`config.mk`:
```
export PLATFORM = sky130hd
export DESIGN_NAME = spi_xfer_ctrl_flat
export DESIGN_NICKNAME = d
export VERILOG_FILES = /design/src/rtl/spi_xfer_ctrl_if.sv /design/src/rtl/spi_xfer_ctrl.sv /design/src/flat_wrapper.sv
export SDC_FILE = /design/constraint.sdc
export NUM_CORES = 1
export LEC_CHECK = 0
export CORE_ASPECT_RATIO = 1.75
export CORE_MARGIN = 5
export CORE_UTILIZATION = 35
export CTS_CLUSTER_DIAMETER = 40
export DETAILED_ROUTE_END_ITERATION = 12
export SYNTH_ARGS = -nofsm -noshare
export SYNTH_HDL_FRONTEND = slang
export SYNTH_SLANG_ARGS = --single-unit
```
`constraint.sdc`:
```
create_clock -name clk -period 5.6 [get_ports clk]
set_input_delay 1.12 -clock clk [delete_from_list [all_inputs] [get_ports clk]]
set_output_delay 1.12 -clock clk [all_outputs]
set_load 0.1 [all_outputs]
```
`src/rtl/spi_xfer_ctrl_if.sv`:
```
// rtl/spi_xfer_ctrl_if.sv - host command/stream and byte-engine signal bundle
// slave is the controller's view; master is the host plus byte engine side.
interface spi_xfer_ctrl_if #(
  parameter int LEN_W = 8
);
  logic             cmd_valid;
  logic             cmd_ready;
  logic [LEN_W-1:0] cmd_len;
  logic             tx_valid;
  logic             tx_ready;
  logic [7:0]       tx_data;
  logic             rx_valid;
  logic             rx_ready;
  logic [7:0]       rx_data;
  logic             done;
  logic             cs_n;
  logic             spi_start;
  logic [7:0]       spi_data_in;
  logic             spi_busy;
  logic             spi_new_data;
  logic [7:0]       spi_data_out;

  modport slave (
    input  cmd_valid, cmd_len, tx_valid, tx_data, rx_ready,
           spi_busy, spi_new_data, spi_data_out,
    output cmd_ready, tx_ready, rx_valid, rx_data, done, cs_n,
           spi_start, spi_data_in
  );

  modport master (
    output cmd_valid, cmd_len, tx_valid, tx_data, rx_ready,
           spi_busy, spi_new_data, spi_data_out,
    input  cmd_ready, tx_ready, rx_valid, rx_data, done, cs_n,
           spi_start, spi_data_in
  );
endinterface

```
`src/rtl/spi_xfer_ctrl.sv`:
```
// rtl/spi_xfer_ctrl.sv - multi-byte SPI transaction sequencer
// Owns chip select timing and feeds one byte at a time to the byte engine.
module spi_xfer_ctrl #(
  parameter int LEN_W    = 8,
  parameter int CS_SETUP = 4,
  parameter int CS_HOLD  = 4,
  parameter int CS_GAP   = 8
) (
  input  logic           clk,
  input  logic           rst,
  spi_xfer_ctrl_if.slave bus
);

  typedef enum logic [2:0] {
    IDLE, SETUP, WAIT_TX, START, WAIT_BYTE, RX_OUT, HOLD, GAP
  } state_t;

  localparam logic [7:0] SETUP_LAST = 8'(CS_SETUP - 1);
  localparam logic [7:0] HOLD_LAST  = 8'(CS_HOLD - 1);
  localparam logic [7:0] GAP_LAST   = 8'(CS_GAP - 1);

  state_t           state_q, state_d;
  logic [7:0]       cnt_q, cnt_d;
  logic [LEN_W-1:0] remaining_q, remaining_d;
  logic             cs_n_q, cs_n_d;
  logic             rx_valid_q, rx_valid_d;
  logic [7:0]       rx_data_q, rx_data_d;
  logic [7:0]       spi_data_in_q, spi_data_in_d;

  always_ff @(posedge clk or posedge rst) begin
    if (rst) begin
      state_q       <= IDLE;
      cnt_q         <= 8'd0;
      remaining_q   <= '0;
      cs_n_q        <= 1'b1;
      rx_valid_q    <= 1'b0;
      rx_data_q     <= 8'd0;
      spi_data_in_q <= 8'd0;
    end else begin
      state_q       <= state_d;
      cnt_q         <= cnt_d;
      remaining_q   <= remaining_d;
      cs_n_q        <= cs_n_d;
      rx_valid_q    <= rx_valid_d;
      rx_data_q     <= rx_data_d;
      spi_data_in_q <= spi_data_in_d;
    end
  end

  always_comb begin
    state_d       = state_q;
    remaining_d   = remaining_q;
    cs_n_d        = cs_n_q;
    rx_valid_d    = rx_valid_q;
    rx_data_d     = rx_data_q;
    spi_data_in_d = spi_data_in_q;
    case (state_q)
      IDLE: begin
        if (bus.cmd_valid) begin
          remaining_d = bus.cmd_len;
          cs_n_d      = 1'b0;
          state_d     = SETUP;
        end
      end
      SETUP: begin
        if (cnt_q == SETUP_LAST) state_d = WAIT_TX;
      end
      WAIT_TX: begin
        if (bus.tx_valid) begin
          spi_data_in_d = bus.tx_data;
          state_d       = START;
        end
      end
      START: begin
        if (!bus.spi_busy) state_d = WAIT_BYTE;
      end
      WAIT_BYTE: begin
        if (bus.spi_new_data) begin
          rx_data_d  = bus.spi_data_out;
          rx_valid_d = 1'b1;
          state_d    = RX_OUT;
        end
      end
      RX_OUT: begin
        // A host stall only stretches the inter-byte gap; cs_n stays low.
        if (bus.rx_ready) begin
          rx_valid_d = 1'b0;
          if (remaining_q == '0) begin
            state_d = HOLD;
          end else begin
            remaining_d = remaining_q - LEN_W'(1);
            state_d     = WAIT_TX;
          end
        end
      end
      HOLD: begin
        if (cnt_q == HOLD_LAST) begin
          cs_n_d  = 1'b1;
          state_d = GAP;
        end
      end
      GAP: begin
        if (cnt_q == GAP_LAST) state_d = IDLE;
      end
      default: state_d = IDLE;
    endcase
    // One shared delay counter, restarted on every state change.
    cnt_d = (state_d != state_q) ? 8'd0 : cnt_q + 8'd1;
  end

  always_comb begin
    bus.cmd_ready   = (state_q == IDLE) && !rst;
    bus.tx_ready    = (state_q == WAIT_TX);
    bus.spi_start   = (state_q == START) && !bus.spi_busy;
    bus.done        = (state_q == GAP) && (cnt_q == GAP_LAST);
    bus.cs_n        = cs_n_q;
    bus.rx_valid    = rx_valid_q;
    bus.rx_data     = rx_data_q;
    bus.spi_data_in = spi_data_in_q;
  end

endmodule

```
`src/flat_wrapper.sv`:
```
// flat-port wrapper written by rule: the top's interface ports become plain ports
module spi_xfer_ctrl_flat 
#(
  parameter int LEN_W    = 8,
  parameter int CS_SETUP = 4,
  parameter int CS_HOLD  = 4,
  parameter int CS_GAP   = 8
)
  (clk, rst, bus_cmd_valid, bus_cmd_len, bus_tx_valid, bus_tx_data, bus_rx_ready, bus_spi_busy, bus_spi_new_data, bus_spi_data_out, bus_cmd_ready, bus_tx_ready, bus_rx_valid, bus_rx_data, bus_done, bus_cs_n, bus_spi_start, bus_spi_data_in);
  spi_xfer_ctrl_if #(.LEN_W(LEN_W)) bus_i ();
  input  logic clk;
  input  logic rst;
  input wire logic [$bits(bus_i.cmd_valid)-1:0] bus_cmd_valid;
  input wire logic [$bits(bus_i.cmd_len)-1:0] bus_cmd_len;
  input wire logic [$bits(bus_i.tx_valid)-1:0] bus_tx_valid;
  input wire logic [$bits(bus_i.tx_data)-1:0] bus_tx_data;
  input wire logic [$bits(bus_i.rx_ready)-1:0] bus_rx_ready;
  input wire logic [$bits(bus_i.spi_busy)-1:0] bus_spi_busy;
  input wire logic [$bits(bus_i.spi_new_data)-1:0] bus_spi_new_data;
  input wire logic [$bits(bus_i.spi_data_out)-1:0] bus_spi_data_out;
  output wire logic [$bits(bus_i.cmd_ready)-1:0] bus_cmd_ready;
  output wire logic [$bits(bus_i.tx_ready)-1:0] bus_tx_ready;
  output wire logic [$bits(bus_i.rx_valid)-1:0] bus_rx_valid;
  output wire logic [$bits(bus_i.rx_data)-1:0] bus_rx_data;
  output wire logic [$bits(bus_i.done)-1:0] bus_done;
  output wire logic [$bits(bus_i.cs_n)-1:0] bus_cs_n;
  output wire logic [$bits(bus_i.spi_start)-1:0] bus_spi_start;
  output wire logic [$bits(bus_i.spi_data_in)-1:0] bus_spi_data_in;
  assign bus_i.cmd_valid = bus_cmd_valid;
  assign bus_i.cmd_len = bus_cmd_len;
  assign bus_i.tx_valid = bus_tx_valid;
  assign bus_i.tx_data = bus_tx_data;
  assign bus_i.rx_ready = bus_rx_ready;
  assign bus_i.spi_busy = bus_spi_busy;
  assign bus_i.spi_new_data = bus_spi_new_data;
  assign bus_i.spi_data_out = bus_spi_data_out;
  assign bus_cmd_ready = bus_i.cmd_ready;
  assign bus_tx_ready = bus_i.tx_ready;
  assign bus_rx_valid = bus_i.rx_valid;
  assign bus_rx_data = bus_i.rx_data;
  assign bus_done = bus_i.done;
  assign bus_cs_n = bus_i.cs_n;
  assign bus_spi_start = bus_i.spi_start;
  assign bus_spi_data_in = bus_i.spi_data_in;
  spi_xfer_ctrl #(.LEN_W(LEN_W), .CS_SETUP(CS_SETUP), .CS_HOLD(CS_HOLD), .CS_GAP(CS_GAP)) u_core (.clk(clk), .rst(rst), .bus(bus_i));
endmodule
```
After elaboration in Yosys (flattened, before gate mapping)
Cells that the tools add are included.

Bits in registers: 37. Bits in latches: 0. Bits in writable memories: 0. ROM bits: 0. Input bits: 31. Output and inout bits: 22. Logic and storage cells: 60. Memories: 0.

$add $sub $neg: 2. Multiply operators: 0. Div/mod/pow operators: 0. $lt $le $gt $ge: 0. Eq/ne operators: 15. Shifts and indexed selects: 0. Multiplexer cells: 21. Bitwise operators: 0. Reduce and logical (&&, ||, !) cells: 15.

Operators with widths (count): 2-to-1 mux 8 bit (4); 2-to-1 mux 3 bit (9); one-hot mux 3 bit (8 select lines) (1); one-hot mux 8 bit (2 select lines) (1); == test 3 bit, second input constant (4); adder 8 x 1 -> 8 bit, second input constant (1); == test 8 x 2 -> 1 bit, second input constant (1); == test 8 x 3 -> 1 bit, second input constant (1); logical NOT 8 bit (1); inequality test 2 bit, second input constant (4); subtractor 8 x 1 -> 8 bit, second input constant (1); == test 3 x 2 -> 1 bit, second input constant (2); AND reduction 3 bit (2); nonzero test 2 bit (3); 2-to-1 mux 1 bit (4); one-hot mux 1 bit (2 select lines) (2); AND reduction 2 bit (2); AND reduction 4 bit (1); == test 3 x 1 -> 1 bit, second input constant (1); logical AND 1 bit (3); logical NOT 3 bit (1); inequality test 3 bit (1); logical NOT 1 bit (2); inequality test 2 x 1 -> 1 bit, second input constant (1).

Depth between registers and ports, before layout
Gate-level depths: netlist of run 1.

Depth in word-level cells: 6. Gate-level depth with buffers: 7. Gate-level depth less buffers: 6.

Least setup slack after synthesis of run 1
No wires, ideal clock.

Path type: input -> output. From: input rst. To: output bus_cmd_ready. Arrival: 3.938 ns. Required time: 4.480 ns. Path slack: 0.542 ns. Cell stages on the path: 1. Buffers on the path: 0. Path through: nor4_1.

Word-level cells in the longest chain between the ends: 2.

RTL lines: start: declaration (line flat_wrapper.sv:12) `input logic rst;`; logical NOT 1 bit (line spi_xfer_ctrl.sv:112) `bus.cmd_ready = (state_q == IDLE) && !rst;`; logical AND 1 bit (line spi_xfer_ctrl.sv:112); end: declaration (line flat_wrapper.sv:21) `output wire logic [$bits(bus_i.cmd_ready)-1:0] bus_cmd_ready;`.

No other way between the ends.

Worst setup path after layout of run 1
From: input bus_spi_busy. To: output bus_spi_start.

Word-level cells in the longest chain between the ends: 2.

RTL lines: start: declaration (line flat_wrapper.sv:18) `input wire logic [$bits(bus_i.spi_busy)-1:0] bus_spi_busy;`; logical NOT 1 bit; logical AND 1 bit (line spi_xfer_ctrl.sv:114) `bus.spi_start = (state_q == START) && !bus.spi_busy;`; end: declaration (line flat_wrapper.sv:27) `output wire logic [$bits(bus_i.spi_start)-1:0] bus_spi_start;`.

No other way between the ends.

==> metrics.txt, run 1 <==
Placement Rows=35; Psw=0.9256 mW; overall power=1.725 mW; Fillers=515; Synth area leader=dfrtp_1; largest net degree at the start of global routing=38; Post-synth EDFFs=0; ant diodes=0; max-slew violations=0; post-place setup slack=1.558 ns; switching share of total power=53.66%; clk sinks=37; total core area=5299 um^2; average wire per standard cell=15.22 um; Setup Buffers After CTS=0; WS Path Type=input pin to output pin; WL met2=2643 um; DRT Wirelength=4793 um; htree depth=2; initial DRC count=156; cell leakage power=1.074 nW; Worst Skew=0.006058 ns; Worst Path Arrival=2.93 ns; TritonCTS Buffers=5; top sig layer=met4; peak supply drop=315.5 uV; crit path time final=4.048 ns; most instantiated cells after synthesis=36 x dfrtp_1, 19 x nor2_1, 16 x a21oi_1, 16 x mux2_2, 14 x o21ai_0; share of cells above drive strength 1=12.03%; Vias=1585; vias per inst=5.032; leading post-synthesis cells by cell area=dfrtp_1 47%, mux2_2 9.4%, a21oi_1 4.2%, nor2_1 3.7%, o21ai_0 3.6%; DRT Pass-1 Iters=4; Top Ports=53; Final TNS setup=0 ns; HP Class=flop to flop; GRT Total Usage=14.20%; register area=927.1 um^2; first-pass GRT wire length=7817 um; fraction of registers with async set/reset=100.0%; Worst-Skew Late Latency=0.29 ns; Synth top area share=46.81%; Antenna Nets Post-Route=0; cell with the most instances after synthesis=dfrtp_1; Slew @ Worst Pin=1.005 ns; # Max-Cap Violations=0; metal3 WL=174 um; gpl congestion=0.8145; die area=7139 um^2; # DRC=0; synthesized area per cell=10.08 um^2; sequential power share=29.0%; Worst-path clk slew=0.08 ns; distinct cell type count of the synthesized netlist=44; multi-input logic area=924.6 um^2; vias in the first global route=1573; initial antenna violation count=0; final worst path period share=72.28%; pwr dens=660.9 nW/um^2; final net count=275; setup ws final=1.552 ns; die width=66.05 um; WL met1=1906 um; fmax=247.1 MHz; Layout area overhead=35.63%; effective utilization at floorplan=36.32%; dpl hpwl=3497 um; RSZ-0062 raised after global routing=false; clock buffer depth=2; Max transition margin=32.76%; total grt overflow=0; Clock power frac=13.2%; Die H=108.1 um; Yosys reg bits=37; # port buffers=52; prevailing post-synth register cell=dfrtp_1; crit-path max FO=5; cell area after synthesis=1924 um^2; CTS tree=built; Logic pwr share=57.8%; Worst EP required=4.48 ns; final setup fails=0; Synthesis Warnings=0; Resized cells post-CTS=0; hold_buf cts=0; outcome=completed; CP Launch Type=input pin; post-synthesis sequential area ratio=48.18%; final hold vios=0; critical path capture point type=output pin; Mapped Nets=225; clk root buf=clkbuf_8; P_int=0.7994 mW; Gate Count Post-Synth=191
-- stage by stage --
| stage | utilization, % | area, um^2 | hold slack (ns) | instances |
|---|---|---|---|---|
| final | 49.26 | 2610 | 0.4613 | 315 |
| after global routing | 49.26 | 2610 | 0.4942 | 315 |
| after CTS | 49.26 | 2610 | 0.4635 | 315 |
| after detailed placement | 47.30 | 2506 | 0.4525 | 308 |
| after global placement | 47.30 | 2506 | 0.4406 | 308 |
| after floorplan | - | 1924 | 0.4251 | 191 |
-- power groups by stage --
stage                     clock network [mW]  registers, mW  logic [mW]
after floorplan                            0          0.922       0.346
after global placement                     0          0.500        1.00
after detailed placement                   0          0.506        1.00
after CTS                              0.234          0.500        1.01
after global routing                   0.245          0.523        1.06
final                                  0.228          0.500       0.998
-- final cells by class --
class / count / area share (%)
Sequential cell: 37 / 35.52
Multi-Input combinational cell: 135 / 35.43
Timing Repair Buffer: 53 / 20.23
Tap cell: 74 / 3.547
Clock buffer: 5 / 2.637
Clock inverter: 2 / 1.342
Inverter: 9 / 1.294
-- layer usage --
| layer | vias to the layer above | track usage [%] |
|---|---|---|
| li1 | 784 | - |
| met1 | 767 | 17.10 |
| met2 | 27 | 24.48 |
| met3 | 7 | 3.119 |
| met4 | 0 | 5.087 |
| met5 | - | 0 |
-- cells by family after synthesis --
group,count (synthesis),synth area share (%)
AO/OA/AOI/OAI,51,16.97
XOR/XNOR,6,2.731
adder cells (fa/ha/maj),3,1.951
buffers and inverters,19,3.771
flip-flops,37,48.18
multiplexers,16,9.363
AND/OR/NAND/NOR,59,17.04
-- worst max-delay path, cell delays in order --
cell	delay, ns
clkdlybuf4s50_1	0.46
nor3_1	0.18
clkdlybuf4s50_1	1.16
-- state kept, by name (all words and copies together) (netlist names) --
register,flops
u_core.bus.rx_data,8
u_core.bus.rx_valid,1
u_core.bus.cs_n,1
u_core.cnt_q,8
u_core.state_q,3
u_core.bus.spi_data_in,8
u_core.remaining_q,8
-- placed cells by master, fill, tap and decap left out, drive strengths merged, types with 3 or more instances in the layout --
cell	netlist	final
clkdlybuf4s50	0	52
dfrtp	36	36
nor2	19	19
mux2	16	16
a21oi	16	16
o21ai	14	14
inv	9	9
nand3	7	7
nand2	6	6
and3	5	5
nand2b	5	5
xor2	5	5
clkbuf	8	5
nor4	5	5
a22o	4	4
ha	3	3
-- final timing paths --
check,from,endpoint,slack [ns],cells past startpoint
max in group asynchronous,rst,u_core.bus.cs_n,3.96,3
hold reg to reg,u_core.cnt_q[0],u_core.cnt_q[0],0.46,1
setup / recovery,bus_spi_busy,bus_spi_start,1.55,3
setup reg to reg,u_core.state_q[2],u_core.remaining_q[0],3.06,4
hold / removal,u_core.cnt_q[0],u_core.cnt_q[0],0.46,1
min in group asynchronous,rst,u_core.state_q[0],1.27,3
(Power assumes the default switching activity.)
==> run 2, diff against run 1 <==
- clock period: 5.6 -> 4.2 ns (I/O delays scaled with it)
==> metrics.txt, run 2 (synthesis results as in run 1) <==
clk sinks=37 (unchanged); die width=66.05 um (unchanged); worst reg2reg endpoint=u_core.remaining_q[0]; CP top delay family=buffers and inverters; DRT Pass-1 Iters=4 (unchanged); htree depth=2 (unchanged); largest net degree at the start of global routing=38 (unchanged); Slew @ Worst Pin=0.9969 ns (-0.008581 ns); Buf/Inv on CP=1 (-1); Antenna Nets Post-Route=0 (unchanged); CP Launch Type=flop; # Max-Cap Violations=0 (unchanged); die area=7139 um^2 (unchanged); max incr delay on CP=1.13 ns (-0.03 ns); multi-input logic area=930.9 um^2 (+0.68%); Worst-Skew Late Latency=0.28 ns (about the same); max-slew violations=0 (unchanged); Fillers=512 (-0.58%); WHS Endpoint=u_core.cnt_q[0]; final setup fails=0 (unchanged); total grt overflow=0 (unchanged); Worst Path Arrival=1.97 ns (-0.96 ns); total core area=5299 um^2 (unchanged); gpl congestion=0.8598 (+5.6%); Hold Crit Depth=1 (unchanged); Final TNS setup=0 ns (unchanged); GRT Total Usage=13.81% (-0.39 points); Setup Buffers After CTS=0 (unchanged); final hold vios=0 (unchanged); commonest non-fill, non-tap cells in the layout=48 x clkdlybuf4s50_1, 36 x dfrtp_1, 19 x nor2_1, 16 x mux2_2, 16 x a21oi_1; clk root buf=clkbuf_8; FF-to-FF setup slack=1.68 ns (-1.38 ns); worst-path cell chain=clkdlybuf4s50_1; Resized cells post-CTS=0 (unchanged); RSZ-0062 raised after global routing=false; Worst EP required=3.36 ns (-1.12 ns); Layout area overhead=35.83%; crit path time final=2.807 ns; hold_buf cts=0 (unchanged); critical path capture point type=output pin; share of cells above drive strength 1=14.46% (+2.4 points); Worst Skew=0.005892 ns (-0.0001661 ns); most common cell after layout, fill and taps aside=clkdlybuf4s50_1; first-pass GRT wire length=7707 um (-1.4%); fin util=49.33% (+0.071 points); Vias=1617 (+2.0%); Worst-path clk slew=0.07 ns (about the same); effective utilization at floorplan=36.32% (unchanged); DRT Wirelength=4729 um (-1.3%); TritonCTS Buffers=5 (unchanged); vias per inst=5.117 (+1.7%); initial DRC count=124 (-21%); HP Class=flop to flop; worst hold path startpoint=u_core.cnt_q[0]; final worst path period share=66.83%; WHS=0.4509 ns (-0.01049 ns); fmax=356.3 MHz; ant diodes=0 (unchanged); # DRC=0 (unchanged); average wire per standard cell=14.97 um (-1.6%); Crit-path slowest cell=clkdlybuf4s50_1; vias in the first global route=1571 (-0.13%); CTS tree=built; register area=927.1 um^2 (unchanged); # port buffers=52 (unchanged); outcome=completed; WS Path Type=flop to output pin; R2R depth=4 (unchanged); clock buffer depth=2 (unchanged); crit-path max FO=3 (-2); Top Ports=53 (unchanged); dpl hpwl=3576 um (+2.3%); worst r2r src=u_core.state_q[2]; Placement Rows=35 (unchanged); final net count=276 (+0.36%); Die H=108.1 um (unchanged); initial antenna violation count=0 (unchanged); Max transition margin=33.33% (+0.57 points)
==> run 2: final cells by class <==
type                       count  area share [%]
multi-input combinational    135           35.62
sequential                    37           35.47
clock inverter                 2           1.340
clock buffer                   5           2.633
timing repair buffer          54           20.11
tap                           74           3.542
inverter                       9           1.292
==> run 2: metal layers <==
layer  track usage, %  routed length [um]  up-vias
li1                 -                   -      789
met1            17.16                1884      778
met2            23.47                2565       40
met3            2.807                 181       10
met4            4.797                  97        0
met5                0                   0        -
==> run 2: worst max path at each step <==
stage               startpoint       endpoint  depth (start not counted)
3_5_place_dp      bus_spi_busy  bus_spi_start                          3
4_1_cts        u_core.bus.cs_n       bus_cs_n                          1
6_report       u_core.bus.cs_n       bus_cs_n                          1
3_3_place_gp      bus_spi_busy  bus_spi_start                          3
2_1_floorplan     bus_spi_busy  bus_spi_start                          1
5_1_grt        u_core.cnt_q[4]       bus_done                          5
==> run 2: stage by stage <==
step | cell area, um^2 | worst slack (ns) | instances
after CTS | 2614 | 1.367 | 316
after floorplan | 1931 | 0.4568 | 191
final | 2614 | 1.393 | 316
after global routing | 2614 | 1.278 | 316
after global placement | 2510 | 1.554 | 309
after detailed placement | 2510 | 1.537 | 309
Power of run 2 is not shown: default switching activity piles up to over one toggle a cycle in this logic, so the estimate is an artifact.
==> run 3, diff against run 2 <==
- clock period: 4.2 -> 2.8 ns (I/O delays scaled with it)
==> metrics.txt, run 3 (synthesis results as in run 1) <==
outcome=completed; WS Path Type=flop to output pin; Worst Path Arrival=1.84 ns (-0.13 ns); Slew @ Worst Pin=0.6019 ns (-0.3950 ns); cell leakage power=1.123 nW; DRT Pass-1 Iters=4 (unchanged); Resized cells post-CTS=0 (unchanged); Placement Rows=35 (unchanged); share of cells above drive strength 1=23.98% (+9.5 points); CTS tree=built; Max transition margin=59.63% (+26 points); vias in the first global route=1657 (+5.5%); initial DRC count=61 (-51%); pwr dens=1294 nW/um^2; initial antenna violation count=0 (unchanged); ant diodes=0 (unchanged); CP Launch Type=flop; crit-path max FO=4 (+1); final worst path period share=85.75%; final hold vios=0 (unchanged); average wire per standard cell=15.18 um (+1.5%); max-slew violations=0 (unchanged); FF-to-FF setup slack=0.63 ns (-1.05 ns); total grt overflow=0 (unchanged); GRT Total Usage=14.56% (+0.75 points); Fillers=530 (+3.5%); Worst-Skew Late Latency=0.29 ns (about the same); RSZ-0062 raised after global routing=false; vias per inst=5.075 (-0.82%); Antenna Nets Post-Route=0 (unchanged); Vias=1624 (+0.43%); die area=7139 um^2 (unchanged); WHS=0.4527 ns (+0.001863 ns); Setup Buffers After CTS=0 (unchanged); clk sinks=37 (unchanged); peak supply drop=642.3 uV; # Max-Cap Violations=0 (unchanged); Worst Skew=0.006461 ns (+0.0005692 ns); critical path capture point type=output pin; Die H=108.1 um (unchanged); DRT Wirelength=4859 um (+2.7%); Worst EP required=2.24 ns (-1.12 ns); total core area=5299 um^2 (unchanged); fmax=416.5 MHz; clk root buf=clkbuf_8; final setup fails=0 (unchanged); die width=66.05 um (unchanged); largest net degree at the start of global routing=38 (unchanged); final net count=279 (+1.1%); Final TNS setup=0 ns (unchanged); commonest non-fill, non-tap cells in the layout=36 x dfrtp_1, 30 x clkdlybuf4s50_1, 24 x buf_4, 18 x nor2_1; clock buffer depth=2 (unchanged); dpl hpwl=3716 um (+3.9%); # DRC=0 (unchanged); setup ws final=0.3990 ns (-0.9942 ns); htree depth=2 (unchanged); HP Class=flop to flop; Layout area overhead=36.09%; effective utilization at floorplan=36.32% (unchanged); # port buffers=52 (unchanged); Top Ports=53 (unchanged); gpl congestion=0.9031 (+5.0%); post-place setup slack=0.5291 ns (-1.008 ns); most common cell after layout, fill and taps aside=dfrtp_1; fin util=49.42% (+0.095 points); overall power=3.388 mW; hold_buf cts=0 (unchanged); crit path time final=2.401 ns; Worst-path clk slew=0.08 ns (about the same); TritonCTS Buffers=5 (unchanged); first-pass GRT wire length=7990 um (+3.7%)
## run 3: cell count changes in the layout (fill, tap and decap cells not counted), sizes merged
cell,delta
clkinvlp,+1
buf,+21
clkdlybuf4s50,-18
bufinv,-1
clkinv,+1
## run 3: area by class of cell
type	count	area, um^2	share of cell area, %
Inverter	9	33.78	1.290
Multi-Input combinational cell	135	938.4	35.83
Sequential cell	37	927.1	35.40
Timing Repair Buffer	57	540.5	20.64
Clock buffer	5	68.82	2.628
Clock inverter	3	17.52	0.6689
Tap cell	74	92.59	3.536
## run 3: worst max-delay path: stages (launching register included)
cell and delay (ns):
dfrtp_1 0.44, nor4_4 0.33, and2_2 0.24, nand4_1 0.17, nor2_2 0.18, buf_12 0.19
## run 3: path summary, 6_finish.rpt
| check | start | end | cells after the start |
|---|---|---|---|
| worst max-delay path | u_core.cnt_q[4] | bus_done | 5 |
| worst min-delay path | u_core.cnt_q[0] | u_core.cnt_q[0] | 1 |
| worst max register to register | u_core.cnt_q[0] | u_core.cnt_q[5] | 6 |
| worst min register to register | u_core.cnt_q[0] | u_core.cnt_q[0] | 1 |
| max in group asynchronous | rst | u_core.bus.cs_n | 3 |
| min in group asynchronous | rst | u_core.state_q[2] | 3 |
## run 3: layer usage
metal / GRT usage [%] / part of all wire [%] / vias to the layer above
met5: 0 / 0 / -
met4: 5.523 / 1.5 / 0
met3: 2.911 / 3.3 / 6
met2: 26.06 / 56 / 32
met1: 16.71 / 39 / 787
li1: - / - / 799
## run 3: power breakdown
| part | internal [mW] | total, mW | leakage [nW] | switching (mW) |
|---|---|---|---|---|
| clock | 0.172 | 0.371 | 0.0439 | 0.200 |
| sequential | 0.762 | 0.963 | 0.451 | 0.201 |
| combinational | 0.569 | 2.05 | 0.628 | 1.48 |
| total | 1.50 | 3.39 | 1.12 | 1.89 |
## run 3: stage by stage
stage,area (um^2),std cells
final,2619,320
after global routing,2619,320
after CTS,2619,320
after detailed placement,2532,312
after global placement,2532,312
after floorplan,1938,191
